## src/rtl/iob_spi_fl_linebuf_pkg.sv

```systemverilog
// rtl/iob_spi_fl_linebuf_pkg.sv - shared types and sizing helpers for the flash read line buffer
package iob_spi_fl_linebuf_pkg;

    localparam int DEF_ADDR_W    = 24;
    localparam int DEF_DATA_W    = 32;
    localparam int DEF_LINE_LOG2 = 2;

    typedef enum logic [2:0] {
        IDLE   = 3'd0,
        ISSUE  = 3'd1,
        WBUSY  = 3'd2,
        WDONE  = 3'd3,
        RESP_H = 3'd4,
        RESP_W = 3'd5
    } state_t;

    function automatic int line_words(input int line_log2);
        return 1 << line_log2;
    endfunction

    function automatic int tag_width(input int addr_w, input int line_log2);
        return addr_w - line_log2 - 2;
    endfunction

    localparam int LINE_WORDS = line_words(DEF_LINE_LOG2);
    localparam int TAG_W      = tag_width(DEF_ADDR_W, DEF_LINE_LOG2);

endpackage

```

## src/rtl/iob_spi_fl_linebuf_mem.sv

```systemverilog
// rtl/iob_spi_fl_linebuf_mem.sv - line storage: one write port, asynchronous read port
module iob_spi_fl_linebuf_mem #(
    parameter int DATA_W = 32,
    parameter int WORDS  = 4,
    parameter int IDX_W  = 2
) (
    input  logic              clk_i,
    input  logic              we,
    input  logic [IDX_W-1:0]  widx,
    input  logic [DATA_W-1:0] wdata,
    input  logic [IDX_W-1:0]  ridx,
    output logic [DATA_W-1:0] rdata
);

    logic [DATA_W-1:0] mem [WORDS];

    always_ff @(posedge clk_i) begin
        if (we) begin
            mem[widx] <= wdata;
        end
    end

    assign rdata = mem[ridx];

endmodule

```

## src/rtl/iob_spi_fl_linebuf.sv

```systemverilog
// rtl/iob_spi_fl_linebuf.sv - single-line read buffer in front of the SPI flash controller cache port
module iob_spi_fl_linebuf
    import iob_spi_fl_linebuf_pkg::*;
#(
    parameter int ADDR_W    = DEF_ADDR_W,
    parameter int DATA_W    = DEF_DATA_W,
    parameter int LINE_LOG2 = DEF_LINE_LOG2
) (
    input  logic                clk_i,
    input  logic                rst_i,
    input  logic                valid_cache_i,
    input  logic [ADDR_W-1:0]   address_cache_i,
    input  logic [DATA_W/8-1:0] wstrb_cache_i,
    output logic [DATA_W-1:0]   rdata_cache_o,
    output logic                ready_cache_o,
    input  logic                invalidate_i,
    output logic                wr_err_o,
    output logic                fl_valid_o,
    output logic [31:0]         fl_address_o,
    input  logic [DATA_W-1:0]   fl_data_i,
    input  logic                fl_ready_i
);

    localparam int NWORDS = line_words(LINE_LOG2);
    localparam int TW     = tag_width(ADDR_W, LINE_LOG2);
    localparam int CNT_W  = (LINE_LOG2 > 0) ? LINE_LOG2 : 1;

    state_t            state;
    logic [TW-1:0]     tag;
    logic [CNT_W-1:0]  cnt;
    logic [CNT_W-1:0]  req_idx;
    logic              line_vld;
    logic              inv_pend;

    logic [TW-1:0]     req_tag;
    logic [CNT_W-1:0]  req_word;
    logic [CNT_W-1:0]  cnt_nxt;
    logic [ADDR_W-1:0] base_req;
    logic [ADDR_W-1:0] base_cur;
    logic              is_write;
    logic              hit;
    logic              in_refill;
    logic              mem_we;
    logic [DATA_W-1:0] mem_rdata;

    assign req_tag   = address_cache_i[ADDR_W-1:LINE_LOG2+2];
    assign req_word  = CNT_W'((address_cache_i >> 2) & ADDR_W'(NWORDS - 1));
    assign cnt_nxt   = cnt + 1'b1;
    assign base_req  = {req_tag, {(LINE_LOG2+2){1'b0}}};
    assign base_cur  = {tag, {(LINE_LOG2+2){1'b0}}};
    assign is_write  = |wstrb_cache_i;
    assign hit       = line_vld && (tag == req_tag);
    assign in_refill = (state == ISSUE) || (state == WBUSY) || (state == WDONE);
    assign mem_we    = (state == WDONE) && fl_ready_i;

    iob_spi_fl_linebuf_mem #(
        .DATA_W (DATA_W),
        .WORDS  (NWORDS),
        .IDX_W  (CNT_W)
    ) u_mem (
        .clk_i  (clk_i),
        .we     (mem_we),
        .widx   (cnt),
        .wdata  (fl_data_i),
        .ridx   (req_idx),
        .rdata  (mem_rdata)
    );

    always_ff @(posedge clk_i) begin
        if (rst_i) begin
            state         <= IDLE;
            tag           <= '0;
            cnt           <= '0;
            req_idx       <= '0;
            line_vld      <= 1'b0;
            inv_pend      <= 1'b0;
            rdata_cache_o <= '0;
            ready_cache_o <= 1'b0;
            wr_err_o      <= 1'b0;
            fl_valid_o    <= 1'b0;
            fl_address_o  <= '0;
        end else begin
            ready_cache_o <= 1'b0;
            rdata_cache_o <= '0;
            fl_valid_o    <= 1'b0;

            // A refill in flight is never aborted; the drop is deferred until the response.
            if (invalidate_i) begin
                if (in_refill) begin
                    inv_pend <= 1'b1;
                end else begin
                    line_vld <= 1'b0;
                end
            end

            case (state)
                IDLE: begin
                    // ready_cache_o high means the requester has not yet dropped valid.
                    if (valid_cache_i && !ready_cache_o) begin
                        req_idx <= req_word;
                        if (is_write) begin
                            state <= RESP_W;
                        end else if (hit) begin
                            state <= RESP_H;
                        end else begin
                            tag          <= req_tag;
                            cnt          <= '0;
                            line_vld     <= 1'b0;
                            fl_address_o <= 32'(base_req);
                            state        <= ISSUE;
                        end
                    end
                end
                ISSUE: begin
                    if (fl_ready_i) begin
                        fl_valid_o <= 1'b1;
                        state      <= WBUSY;
                    end
                end
                WBUSY: begin
                    if (!fl_ready_i) begin
                        state <= WDONE;
                    end
                end
                WDONE: begin
                    if (fl_ready_i) begin
                        if (cnt == CNT_W'(NWORDS - 1)) begin
                            line_vld <= 1'b1;
                            state    <= RESP_H;
                        end else begin
                            cnt          <= cnt_nxt;
                            fl_address_o <= 32'(base_cur | (ADDR_W'(cnt_nxt) << 2));
                            state        <= ISSUE;
                        end
                    end
                end
                RESP_H: begin
                    ready_cache_o <= 1'b1;
                    rdata_cache_o <= mem_rdata;
                    if (inv_pend) begin
                        line_vld <= 1'b0;
                        inv_pend <= 1'b0;
                    end
                    state <= IDLE;
                end
                RESP_W: begin
                    ready_cache_o <= 1'b1;
                    wr_err_o      <= 1'b1;
                    state         <= IDLE;
                end
                default: state <= IDLE;
            endcase
        end
    end

endmodule

```

## config.mk

```make
export PLATFORM = sky130hd
export DESIGN_NAME = iob_spi_fl_linebuf
export DESIGN_NICKNAME = d
export VERILOG_FILES = /design/src/rtl/iob_spi_fl_linebuf_pkg.sv /design/src/rtl/iob_spi_fl_linebuf_mem.sv /design/src/rtl/iob_spi_fl_linebuf.sv
export SDC_FILE = /design/constraint.sdc
export NUM_CORES = 1
export LEC_CHECK = 0
export ABC_AREA = 1
export BUFFER_PORTS_ARGS = -buffer_cell sky130_fd_sc_hd__buf_2
export CAP_MARGIN = 10
export CORE_AREA = 8 8 127 129
export DETAILED_ROUTE_END_ITERATION = 8
export DIE_AREA = 0 0 135 137
export MAX_ROUTING_LAYER = met4
export PLACE_DENSITY = 0.81
export SLEW_MARGIN = 25
export SYNTH_ARGS = -nofsm -noshare
export SYNTH_HDL_FRONTEND = slang
export SYNTH_SLANG_ARGS = --single-unit
```

## constraint.sdc

```tcl
create_clock -name clk_i -period 6.6 [get_ports clk_i]
set_input_delay 0 -clock clk_i [delete_from_list [all_inputs] [get_ports clk_i]]
set_output_delay 0 -clock clk_i [all_outputs]
set_load 0.03 [all_outputs]
```

## Word level (Yosys, flattened, before mapping)

Memories as Yosys holds them, arrays and structs flattened. A register that Yosys moved wholly into a read port is not among the register bits.
Cells that the tools add are included.

| cells by class | value |
|---|---|
| multiplexer cells | 37 |
| bitwise operators | 5 |
| equal/unequal tests | 14 |
| add/sub/neg operators | 1 |
| reductions and logical operators | 16 |

Operators by type and width:

| operator | count |
|---|---|
| $mux 32 | 5 |
| $pmux 32 s2 | 1 |
| $or 24x4->24 | 1 |
| $mux 3 | 7 |
| $eq 20x20->1 | 1 |
| $mux 1 | 16 |
| $ne 2x2->1 const B | 7 |
| $pmux 3 s4 | 1 |
| $mux 2 | 5 |
| $reduce_and 4->1 | 2 |
| $eq 3x2->1 const B | 2 |
| $eq 3x3->1 const B | 2 |
| $reduce_and 6->1 | 1 |
| $reduce_or 2->1 | 3 |
| $not 1->1 | 4 |
| $pmux 2 s2 | 1 |
| $reduce_or 4->1 | 1 |
| $eq 3x1->1 const B | 1 |
| $logic_and 1x1->1 | 3 |
| $logic_not 3->1 | 1 |
| $pmux 1 s3 | 1 |
| $add 2x1->2 const B | 1 |
| $eq 2x2->1 const B | 1 |
| $logic_or 1x1->1 | 2 |
| 3 further kinds | 3 |

| word-level totals | value |
|---|---|
| word-level logic and storage cells | 84 |
| RAM bits | 128 |
| memories | 1 |
| flip-flop bits (word level) | 64 |
| output and inout port bits | 67 |
| input bits | 65 |

Memories:

| memory | words | width | read ports | clocked after memory_dff | write ports | RTL line | source |
|---|---|---|---|---|---|---|---|
| u_mem.mem | 4 | 32 | 1 | 1 | 1 | iob_spi_fl_linebuf_mem.sv:15 | `logic [DATA_W-1:0] mem [WORDS];` |

## Depth between registers and ports, before layout

| depth | value |
|---|---|
| depth in word-level cells | 9 |
| mapped depth | 13 |
| depth with buffers taken out | 12 |

## By module

From an unflattened synthesis, not the netlist that was laid out.

| unflattened totals | value |
|---|---|
| cell total of the unflattened synthesis | 1017 |
| area, all modules | 9026.2 µm² |

Modules (own cells, without submodules):

| module | seq. area each (µm²) | area an instance (µm²) | cells each | instances |
|---|---|---|---|---|
| iob_spi_fl_linebuf_mem | 3843.7 | 5437.7 | 509 | 1 |
| iob_spi_fl_linebuf | 1681.6 | 3588.4 | 508 | 1 |

## Worst setup path after synthesis

Ideal clock, no wire load.

| path | value |
|---|---|
| path type | reg2reg |
| start point | register state[0] |
| end point | memory u_mem.mem[0][0] (enable) |
| period minus slack after synthesis | 2781 ps |
| setup slack | 3819 ps |
| library setup time | 421 ps |
| data arrival time | 2360 ps |
| required time | 6179 ps |
| cell stages (with the launch flop) | 6 |
| path buffers | 1 |
| cells stage by stage | dfxtp_1 > inv_2 > nor3_4 > buf_2 > nand2_1 > nor2_1 |

| between the ends | value |
|---|---|
| cells in the longest elaborated chain, start to end | 4 |

RTL lines:

| what | RTL line | source |
|---|---|---|
| start: declaration | iob_spi_fl_linebuf.sv:28 | `state_t state;` |
| start signal: assignment | iob_spi_fl_linebuf.sv:71 | `state <= IDLE;` |
| start signal: assignment | iob_spi_fl_linebuf.sv:102 | `state <= RESP_W;` |
| start signal: assignment | iob_spi_fl_linebuf.sv:104 | `state <= RESP_H;` |
| $eq 3x2->1 | iob_spi_fl_linebuf.sv:54 | `assign mem_we = (state == WDONE) && fl_ready_i;` |
| $logic_and 1x1->1 | iob_spi_fl_linebuf.sv:54 |  |
| $mux 1 | iob_spi_fl_linebuf_mem.sv:18 | `if (we) begin` |
| $mux 1 (implied by the code) | iob_spi_fl_linebuf_mem.sv:19 | `mem[widx] <= wdata;` |
| end: declaration | iob_spi_fl_linebuf_mem.sv:15 |  |

No other way between the ends.

## Final worst setup path

| path | value |
|---|---|
| start point | register state[1] |
| end point | memory u_mem.mem[0][15] (enable) |

Same word-level chain as after synthesis.

==> flow_metrics.tcl <==
set metrics [dict create \
    status "complete, no violations" \
    slew_viol_final 0 \
    yosysTopAreaCell "edfxtp_1" \
    area_growth_pct 24.09 \
    hold_violations 0 \
    num_rows 44 \
    postSynthAreaPerCell_um2 9.901 \
    cts-root-buf "clkbuf_16" \
    finalNonFillerCells 1211 \
    synth_ff_type "edfxtp_1" \
    switchingPower_uw 1248 \
    layout-drive-gt1-share 0.1675 \
    wirelength_mm 19.39 \
    switching_share 0.3364 \
    period_share 0.3983 \
    final_area_um2 10340 \
    die-area_um2 18500 \
    fin_setup_tns_ns 0 \
    postSynthCellCount 842 \
    cp-start-kind "flip-flop" \
    yosys-top-cells-count "nor2_1 (155), edfxtp_1 (128), nand2_1 (114)" \
    yosysMostFrequentCell "nor2_1" \
    cts_max_path_buffers 3 \
    port-buffer-count 119 \
    p_int_uw 2461 \
    ios 132 \
    netlist_top_cells_area "edfxtp_1 (46%), dfxtp_1 (20%), nor2_1 (7.0%)" \
    overflow 0 \
    pwr-share-clk 0.307 \
    initial_core_util 0.5869 \
    antenna_cells 0 \
    slew_headroom 0.3124 \
    drc 0 \
    via_count 6371 \
    seq_area_frac_synth 0.6628 \
    r2r_cells 5 \
    htreeDepth 1 \
    max_freq_mhz 380.4 \
    grt_usage 0.2120 \
    cap_violations 0 \
    gp_congestion 0.8393 \
    combPwrFrac 0.272 \
    cts_tree "yes" \
    synthArstFlopShare 0 \
    vias_per_cell 5.261 \
    die_h_um 137 \
    numCtsBuffers 22 \
    clk_pin_slew_worst_paths_ns 0.06 \
    path_class "reg -> reg" \
    coreArea_um2 14200 \
    drt_iter0_markers 476 \
    seq_power_share 0.421 \
    antenna_left 0 \
    die_w_um 135 \
    required_ns 6.71 \
    placed_cell_area_um2 9020 \
    cts_resized 0 \
    grt_max_degree 67 \
    first_pass_iters 5 \
    dp_cells 1109 \
    synth_area_um2 8337 \
    holdCritPathClass "in -> reg" \
    setup_viol 0 \
    holdPathStages 7 \
    nNetsFinal 1080 \
    leakage_uw 0.004120 \
    grt_pass1_wl_mm 30.36 \
    grt_pass1_vias 6352 \
    synth_top_area_share 0.4611 \
    ys_ff_latch 212 \
    wire_per_inst_um 16.01 \
    cp.arrival_ns 2.74 \
    yosysWarnings 0 \
    antenna_found_initial 0 \
    finalClockSkew_ns 0.007449 \
    crit_path_end_kind "flip-flop" \
    utilization 0.7283 \
    synth_edf_count 128 \
    clk_latency_ns 0.50 \
    peakVddDrop_mv 0.2130 \
    hpwl_mm 10.66 \
    clkSinkCount 212 \
    power_density_nw_per_um2 358.5 \
    min_period_ns 2.629 \
    ys_types 27 \
    cp_max_fo 41 \
    rsz0062_at_grt "no" \
    worst_slew_pin_slew_ns 1.029 \
]
worst max-delay path, cell delays in order, from the launching register on:
cell	delay, ns
dfxtp_1	0.40
inv_1	0.13
nor3_4	0.12
buf_4	0.37
nand2_1	0.33
nor2_4	0.87
metrics by stage:
stage | hold WS (ns) | power (µW) | worst slack (ns)
detailed placement | 0.2162 | 2528 | 3.933
global placement | 0.2126 | 2507 | 3.944
CTS | 0.08078 | 3689 | 3.925
global route | 0.1363 | 3876 | 3.743
floorplan | 0.09887 | 2301 | 3.819
finish | 0.08632 | 3708 | 3.971
cell families after synthesis:
kind of cell / share of synthesized area
xor gates and xnor gates: 0.001051
DFF: 0.6628
other: 0.0004498
and+or+nand+nor: 0.1483
buffers and inverters: 0.06048
AOI/OAI and AO/OA: 0.1210
adders and majority gates: 0.006004
flip-flops by register name, summed over array words and instances (netlist names):
| name | cells |
|---|---|
| wr_err_o | 1 |
| req_idx | 2 |
| fl_address_o | 21 |
| line_vld | 1 |
| state | 3 |
| inv_pend | 1 |
| u_mem.mem | 128 |
| cnt | 1 |
| fl_valid_o | 1 |
| rdata_cache_o | 32 |
| ready_cache_o | 1 |
| tag | 20 |
power groups by stage:
stage          Combinational [µW]  Clock, µW  Sequential (µW)
4_1_cts                       983       1150             1560
2_1_floorplan                 570          0             1730
3_5_place_dp                  944          0             1580
3_3_place_gp                  924          0             1580
5_1_grt                      1100       1200             1570
6_report                     1010       1140             1560
area by class of cell:
cell class,count,area [µm²]
sequential,212,5527
fill,964,3859
multi-input combinational,522,2371
timing repair buffer,188,1309
clock buffer,29,576.8
inverter,65,244.0
tap,184,230.2
clock inverter,11,87.58
worst paths after layout:
kind         slack [ns]             start          endpoint
max reg2reg        3.97          state[1]  u_mem.mem[0][15]
min                0.09  wstrb_cache_i[0]          state[2]
min reg2reg        0.46   fl_address_o[5]   fl_address_o[5]
max                3.97          state[1]  u_mem.mem[0][15]
what timing repair did:
item                                   in CTS  in global routing
setup buffers                               0                  0
setup endpoints to repair                   0                  0
endpoints found under the hold margin     176                  0
hold buffers                               59                  0
cells in the final DEF (no fill, tap or decap):
master,instances
buf_2,119
edfxtp_1,128
clkbuf_16,22
conb_1,10
clkbuf_1,7
nand2_1,114
o21a_1,1
dfxtp_2,1
xnor2_1,1
nand2_4,1
nor2_4,4
o211ai_1,2
ha_1,4
a21oi_1,83
o21ai_2,1
clkinv_8,1
dfxtp_1,83
nor3_4,2
buf_4,7
clkinv_2,2
inv_1,58
nor2_1,151
o21ai_0,110
dlygate4sd3_1,59
nor3_1,7
bufinv_16,1
nand2_2,2
o21ai_1,1
buf_8,1
clkinv_1,8
buf_16,2
inv_2,5
a31oi_1,1
nand3_1,27
inv_6,1
metal layers:
layer / up-vias / routed length, µm / global-route usage
li1: 3143 / - / -
met1: 2957 / 7812 / 0.2310
met2: 233 / 9938 / 0.3873
met3: 38 / 1129 / 0.02937
met4: 0 / 510 / 0.07773
met5: - / 0 / -
Power figures use the tool's default switching activity.
